## config.mk

```make
export PLATFORM = sky130hd
export DESIGN_NAME = mem_port_arbiter
export DESIGN_NICKNAME = d
export VERILOG_FILES = /design/src/rtl/mem_arb_pkg.sv /design/src/rtl/mem_arb_prio.sv /design/src/rtl/mem_port_arbiter.sv
export SDC_FILE = /design/constraint.sdc
export NUM_CORES = 1
export LEC_CHECK = 0
export ABC_CLOCK_PERIOD_IN_PS = 6400
export BUFFER_PORTS_ARGS = -buffer_cell sky130_fd_sc_hd__buf_2
export CAP_MARGIN = 10
export CORE_AREA = 2 2 135 137
export CTS_CLUSTER_DIAMETER = 60
export DETAILED_ROUTE_END_ITERATION = 16
export DIE_AREA = 0 0 137 139
export PLACE_DENSITY = 0.69
export SETUP_SLACK_MARGIN = 0.15
export SLEW_MARGIN = 20
export SYNTH_ARGS = -nofsm -noshare
export SYNTH_HDL_FRONTEND = slang
export SYNTH_SLANG_ARGS = --single-unit
```

## constraint.sdc

```tcl
create_clock -name clock -period 6.4 [get_ports clock]
set_input_delay 0.96 -clock clock [delete_from_list [all_inputs] [get_ports clock]]
set_output_delay 0.96 -clock clock [all_outputs]
set_load 0.05 [all_outputs]
```

## src/rtl/mem_arb_pkg.sv

```systemverilog
// Shared types and constants for the fetch/data memory port arbiter.
package mem_arb_pkg;

  typedef enum logic [1:0] {
    IDLE  = 2'd0,
    ISSUE = 2'd1,
    WAIT  = 2'd2,
    RESP  = 2'd3
  } arb_state_t;

  localparam logic OWN_IF = 1'b0;
  localparam logic OWN_DM = 1'b1;

  localparam logic [1:0] SZ_B = 2'b00;
  localparam logic [1:0] SZ_H = 2'b01;
  localparam logic [1:0] SZ_W = 2'b10;

endpackage

```

## src/rtl/mem_arb_prio.sv

```systemverilog
// Data-first grant with a starvation counter that forces a fetch win
// after STARVE_LIMIT consecutive lost fetch arbitrations.
module mem_arb_prio #(
  parameter int STARVE_LIMIT = 4,
  parameter int CNTW         = $clog2(STARVE_LIMIT + 1)
) (
  input  logic clock,
  input  logic reset,
  input  logic if_valid,
  input  logic dm_valid,
  input  logic in_idle,
  output logic grant_if,
  output logic grant_dm
);

  localparam logic [CNTW-1:0] LIMIT = CNTW'(STARVE_LIMIT);

  logic [CNTW-1:0] r_cnt;
  logic            w_force_if;

  assign w_force_if = (r_cnt == LIMIT);
  assign grant_dm   = in_idle & dm_valid & ~w_force_if;
  assign grant_if   = in_idle & if_valid & (~dm_valid | w_force_if);

  always_ff @(posedge clock or posedge reset) begin
    if (reset)
      r_cnt <= '0;
    else if (grant_if)
      r_cnt <= '0;
    else if (grant_dm && if_valid && r_cnt != LIMIT)
      r_cnt <= r_cnt + CNTW'(1);
  end

endmodule

```

## src/rtl/mem_port_arbiter.sv

```systemverilog
// Shares one single-ported memory between instruction fetch and the MEM
// stage; one transaction in flight, flushed fetch responses are dropped.
module mem_port_arbiter
  import mem_arb_pkg::*;
#(
  parameter int DATAW        = 32,
  parameter int ADDRW        = 32,
  parameter int STARVE_LIMIT = 4,
  parameter int CNTW         = $clog2(STARVE_LIMIT + 1)
) (
  input  logic             clock,
  input  logic             reset,
  input  logic             if_req_valid,
  input  logic [ADDRW-1:0] if_req_addr,
  output logic             if_req_ready,
  input  logic             if_flush,
  output logic             if_resp_valid,
  output logic [DATAW-1:0] if_resp_data,
  input  logic             dm_req_valid,
  input  logic             dm_req_rw,
  input  logic [1:0]       dm_req_size,
  input  logic [ADDRW-1:0] dm_req_addr,
  input  logic [DATAW-1:0] dm_req_wdata,
  output logic             dm_req_ready,
  output logic             dm_resp_valid,
  output logic [DATAW-1:0] dm_resp_data,
  output logic             mem_req_valid,
  input  logic             mem_req_ready,
  output logic             mem_req_rw,
  output logic [1:0]       mem_req_size,
  output logic [ADDRW-1:0] mem_req_addr,
  output logic [DATAW-1:0] mem_req_wdata,
  input  logic             mem_resp_valid,
  input  logic [DATAW-1:0] mem_resp_data,
  output logic             busy,
  output logic             owner
);

  arb_state_t       r_state;
  logic             r_owner;
  logic             r_flush_pend;
  logic             r_rw;
  logic [1:0]       r_size;
  logic [ADDRW-1:0] r_addr;
  logic [DATAW-1:0] r_wdata;
  logic [DATAW-1:0] r_if_data;
  logic [DATAW-1:0] r_dm_data;
  logic             w_idle;
  logic             w_grant_if;
  logic             w_grant_dm;

  assign w_idle = (r_state == IDLE);

  mem_arb_prio #(
    .STARVE_LIMIT (STARVE_LIMIT),
    .CNTW         (CNTW)
  ) u_prio (
    .clock    (clock),
    .reset    (reset),
    .if_valid (if_req_valid),
    .dm_valid (dm_req_valid),
    .in_idle  (w_idle),
    .grant_if (w_grant_if),
    .grant_dm (w_grant_dm)
  );

  assign if_req_ready  = w_grant_if;
  assign dm_req_ready  = w_grant_dm;
  assign mem_req_valid = (r_state == ISSUE);
  assign mem_req_rw    = r_rw;
  assign mem_req_size  = r_size;
  assign mem_req_addr  = r_addr;
  assign mem_req_wdata = r_wdata;
  assign busy          = ~w_idle;
  assign owner         = r_owner;
  assign if_resp_data  = r_if_data;
  assign dm_resp_data  = r_dm_data;

  // Same-cycle flush must also suppress the pulse, so the valids stay combinational.
  assign if_resp_valid = (r_state == RESP) & (r_owner == OWN_IF) & ~r_flush_pend & ~if_flush;
  assign dm_resp_valid = (r_state == RESP) & (r_owner == OWN_DM);

  always_ff @(posedge clock or posedge reset) begin
    if (reset) begin
      r_state      <= IDLE;
      r_owner      <= OWN_IF;
      r_flush_pend <= 1'b0;
      r_rw         <= 1'b0;
      r_size       <= 2'b00;
      r_addr       <= '0;
      r_wdata      <= '0;
      r_if_data    <= '0;
      r_dm_data    <= '0;
    end else begin
      if (!w_idle && r_owner == OWN_IF && if_flush)
        r_flush_pend <= 1'b1;
      case (r_state)
        IDLE: begin
          if (w_grant_dm) begin
            r_owner <= OWN_DM;
            r_rw    <= dm_req_rw;
            r_size  <= dm_req_size;
            r_addr  <= dm_req_addr;
            r_wdata <= dm_req_wdata;
            r_state <= ISSUE;
          end else if (w_grant_if) begin
            r_owner <= OWN_IF;
            r_rw    <= 1'b0;
            r_size  <= SZ_W;
            r_addr  <= if_req_addr;
            r_wdata <= '0;
            r_state <= ISSUE;
          end
        end
        ISSUE: if (mem_req_ready) r_state <= WAIT;
        WAIT: begin
          if (mem_resp_valid) begin
            if (r_owner == OWN_DM)
              r_dm_data <= r_rw ? '0 : mem_resp_data;
            else
              r_if_data <= mem_resp_data;
            r_state <= RESP;
          end
        end
        RESP: begin
          r_flush_pend <= 1'b0;
          r_state      <= IDLE;
        end
        default: r_state <= IDLE;
      endcase
    end
  end

endmodule

```

==> impl_metrics.py <==
metrics = {
    "global_route": {
        "grt_pass1_wl_um": 22600,
        "track_usage_pct": 15.33,
        "antenna_found_initial": 0,
        "grt_pass1_vias": 4459,
        "grt_max_degree": 100,
        "grt_overflow_total": 0,
    },
    "pwr": {
        "power_frac_seq_pct": 28.4,
        "clockPowerShare_pct": 21.0,
        "leakage_uw": 0.004295,
        "power_density_nw_per_um2": 661.5,
        "max-vdd-ir-drop_uv": 306.1,
        "power.internal_uw": 2636,
        "swShare_pct": 49.40,
        "power_switching_uw": 2573,
        "pwr-share-comb_pct": 50.6,
    },
    "clock_network": {
        "cts_root_buf": "clkbuf_16",
        "numCtsBuffers": 17,
        "hold_buffers": 0,
        "clk_pin_slew_ps": 60,
        "clkSinkCount": 138,
        "tritoncts": "yes",
        "clk_latency_ps": 410,
        "post_cts_buffers": 0,
        "post_cts_resized": 0,
        "clockBufferDepth": 2,
        "cts_max_level": 4,
    },
    "floorplanning": {
        "core_area_um2": 17660,
        "die_x_um": 137,
        "fp.dieH_um": 139,
        "start_util_pct": 32.16,
        "fp.dieArea_um2": 19040,
        "row_count": 49,
        "ioPinCount": 276,
    },
    "setup_path": {
        "critPathLaunchType": "flop",
        "rrSetupSlack_ps": 4230,
        "critPathMaxFanout": 37,
        "cp_top_family": "buffers and inverters",
        "crit_chain": "inv_1 > ha_1 > nand2_4 > inv_4 > buf_2",
        "crit_required_ps": 5440,
        "reg2reg_to": "u_prio.r_cnt[0]$_DFFE_PP0P_",
        "reg2reg_from": "r_state[0]$_DFFE_PP0P_",
        "slowest_delay_ps": 450,
        "worstSetupPathType": "flop to primary output",
        "crit_path_start": "r_state[0]$_DFFE_PP0P_",
        "endpoint_kind": "primary output",
        "cp_num_buf_inv": 3,
        "cp_slowest_cell": "ha_1",
        "cp.arrival_ps": 2630,
        "r2r_cells": 6,
    },
    "min_path": {
        "holdPathEnd": "dm_resp_data[22]$_DFFE_PP0P_",
        "min_from": "dm_resp_data[22]$_DFFE_PP0P_",
        "hold_class": "flop to flop",
        "holdPathStages": 2,
    },
    "cells_and_area": {
        "multi_input_area_um2": 2026,
        "nNetsFinal": 881,
        "seq_area_um2": 3453,
        "drive_gt1_share_pct": 46.80,
        "fillers": 1685,
        "syn2layout_area_growth_pct": 38.66,
    },
    "synth": {
        "synth-seq-cells": 138,
        "syn_nets": 612,
        "netlist_area_um2": 5679,
        "syn-mean-instance-area_um2": 12.14,
        "synth-seq-area-share_pct": 60.81,
        "synth_cell_type_count": 30,
        "netlist_instances": 468,
        "yosys_warnings": 0,
    },
    "sta": {
        "finalCritPeriodShare_pct": 56.05,
        "setup_tns_ps": 0,
        "fin_crit_ps": 3587,
        "fin_worst_skew_ps": 6.717,
        "slew_viol_final": 0,
        "fmax_mhz": 278.8,
        "hold_slack_ps": 474.1,
        "final-hold-violation-count": 0,
        "rsz0062_at_grt": "no",
        "tightestPinTransition_ps": 978.4,
        "maxSlewHeadroom_pct": 34.77,
        "finalSetupViolations": 0,
    },
    "drt": {
        "avgRoutedWirePerCell_um": 14.60,
        "dr_total_vias": 4447,
        "antenna_left": 0,
        "drc_errors": 0,
        "drt_first_pass_iters": 4,
        "wl_um": 14310,
        "drt_iter0_drc": 135,
        "vias_per_cell": 4.538,
    },
    "placed_design": {
        "port_buffers": 275,
        "dp_hpwl_um": 10390,
        "gp_congestion": 0.7649,
    },
    "run_status": {
        "status": "finished clean",
    },
    "flow_run": {
        "drv_cap": 0,
    },
}
-- cells by family after synthesis --
family,share of synthesized area (%)
flip-flops,60.81
AND/OR/NAND/NOR,9.297
AO/OA/AOI/OAI,12.49
multiplexers,12.18
buffers and inverters,3.745
adder cells (fa/ha/maj),1.322
XOR/XNOR,0.1542
-- cell usage after synthesis (all sizes together) --
cell type    n  area [µm²]
and2         1       6.260
a21oi        2       10.01
inv          9       36.29
nand2       69       266.5
ha           6       75.07
o21ai       67       346.6
o32a         1       11.26
buf         15       113.9
nand3b       1       7.510
nor2b        1       6.260
nand2b      32       200.2
a22o        34       297.8
clkbuf      14       62.56
a32o         1       10.01
nand3        2       10.01
nor4b        1       8.760
a221oi       1       15.01
mux2        33       371.6
nor2         6       22.52
mux2i       32       320.3
dfrtp      138        3453
a21boi       1       18.77
xor2         1       8.760
-- per-stage QoR --
stage          worst slack, ps  total power (µW)  utilization (%)  area [µm²]  std cells
2_1_floorplan             1744              3541                -        5679        468
3_3_place_gp              2949              4116            40.81        7206        947
3_5_place_dp              2932              4164            40.81        7206        947
4_1_cts                   2727              5274            44.54        7865        979
5_1_grt                   2553              5502            44.59        7873        979
6_report                  2813              5209            44.60        7875        980
-- area by class of cell --
type,instances,share of cell area (%)
flip-flops and latches,138,43.85
multi-input cells,292,25.72
repair buffers,279,17.86
clock buffers,19,5.624
well taps,229,3.638
clock inverters,13,2.749
inverters,9,0.5243
diodes,1,0.03178
-- worst reg2reg max path, stage by stage (launching register included) --
cell     delay (ps)
dfrtp_1         410
inv_1           100
ha_1            450
nand2_4         440
inv_4           450
nand2_1         120
o21ai_1         120
-- power groups by stage --
stage                     Sequential, µW  Clock [µW]  Combinational (µW)
after detailed placement            1490           0                2670
after global placement              1480           0                2630
after floorplan                     2790           0                 747
after global routing                1530        1170                2800
final                               1480        1090                2640
after CTS                           1490        1120                2670
-- worst max-delay path by stage --
| stage | to | slack [ps] | depth (start not counted) |
|---|---|---|---|
| 5_1_grt | dm_req_ready | 2550 | 5 |
| 4_1_cts | dm_req_ready | 2730 | 5 |
| 6_report | dm_req_ready | 2810 | 5 |
| 2_1_floorplan | dm_resp_data[0]$_DFFE_PP0P_ | 1740 | 1 |
| 3_3_place_gp | dm_req_ready | 2950 | 5 |
| 3_5_place_dp | dm_req_ready | 2930 | 5 |
-- cells in the final DEF, fill, tap and decap left out, drive strengths merged, types with 4 or more instances in the layout --
cell / Yosys / final
nand2b: 32 / 32
buf: 15 / 279
dfrtp: 138 / 138
mux2: 33 / 33
bufinv: 0 / 5
mux2i: 32 / 32
nand2: 69 / 69
ha: 6 / 6
clkinv: 0 / 4
a22o: 34 / 34
nor2: 6 / 6
clkbuf: 14 / 19
o21ai: 67 / 67
inv: 9 / 11
-- flip-flops by register name, summed over array words and instances (netlist names) --
name / cells
r_state: 2
owner: 1
mem_req_wdata: 32
dm_resp_data: 32
mem_req_addr: 32
mem_req_rw: 1
mem_req_size: 2
if_resp_data: 32
r_flush_pend: 1
u_prio.r_cnt: 3
-- metal layers --
metal  part of all wire, %  vias to the layer above  global-route usage (%)
met2                    47                      202                   24.33
met5                     0                        -                       0
met3                   8.9                       13                   4.971
met4                   1.4                        0                   5.751
met1                    43                     2072                   19.41
li1                      -                     2160                       -
Power figures use the tool's default switching activity.
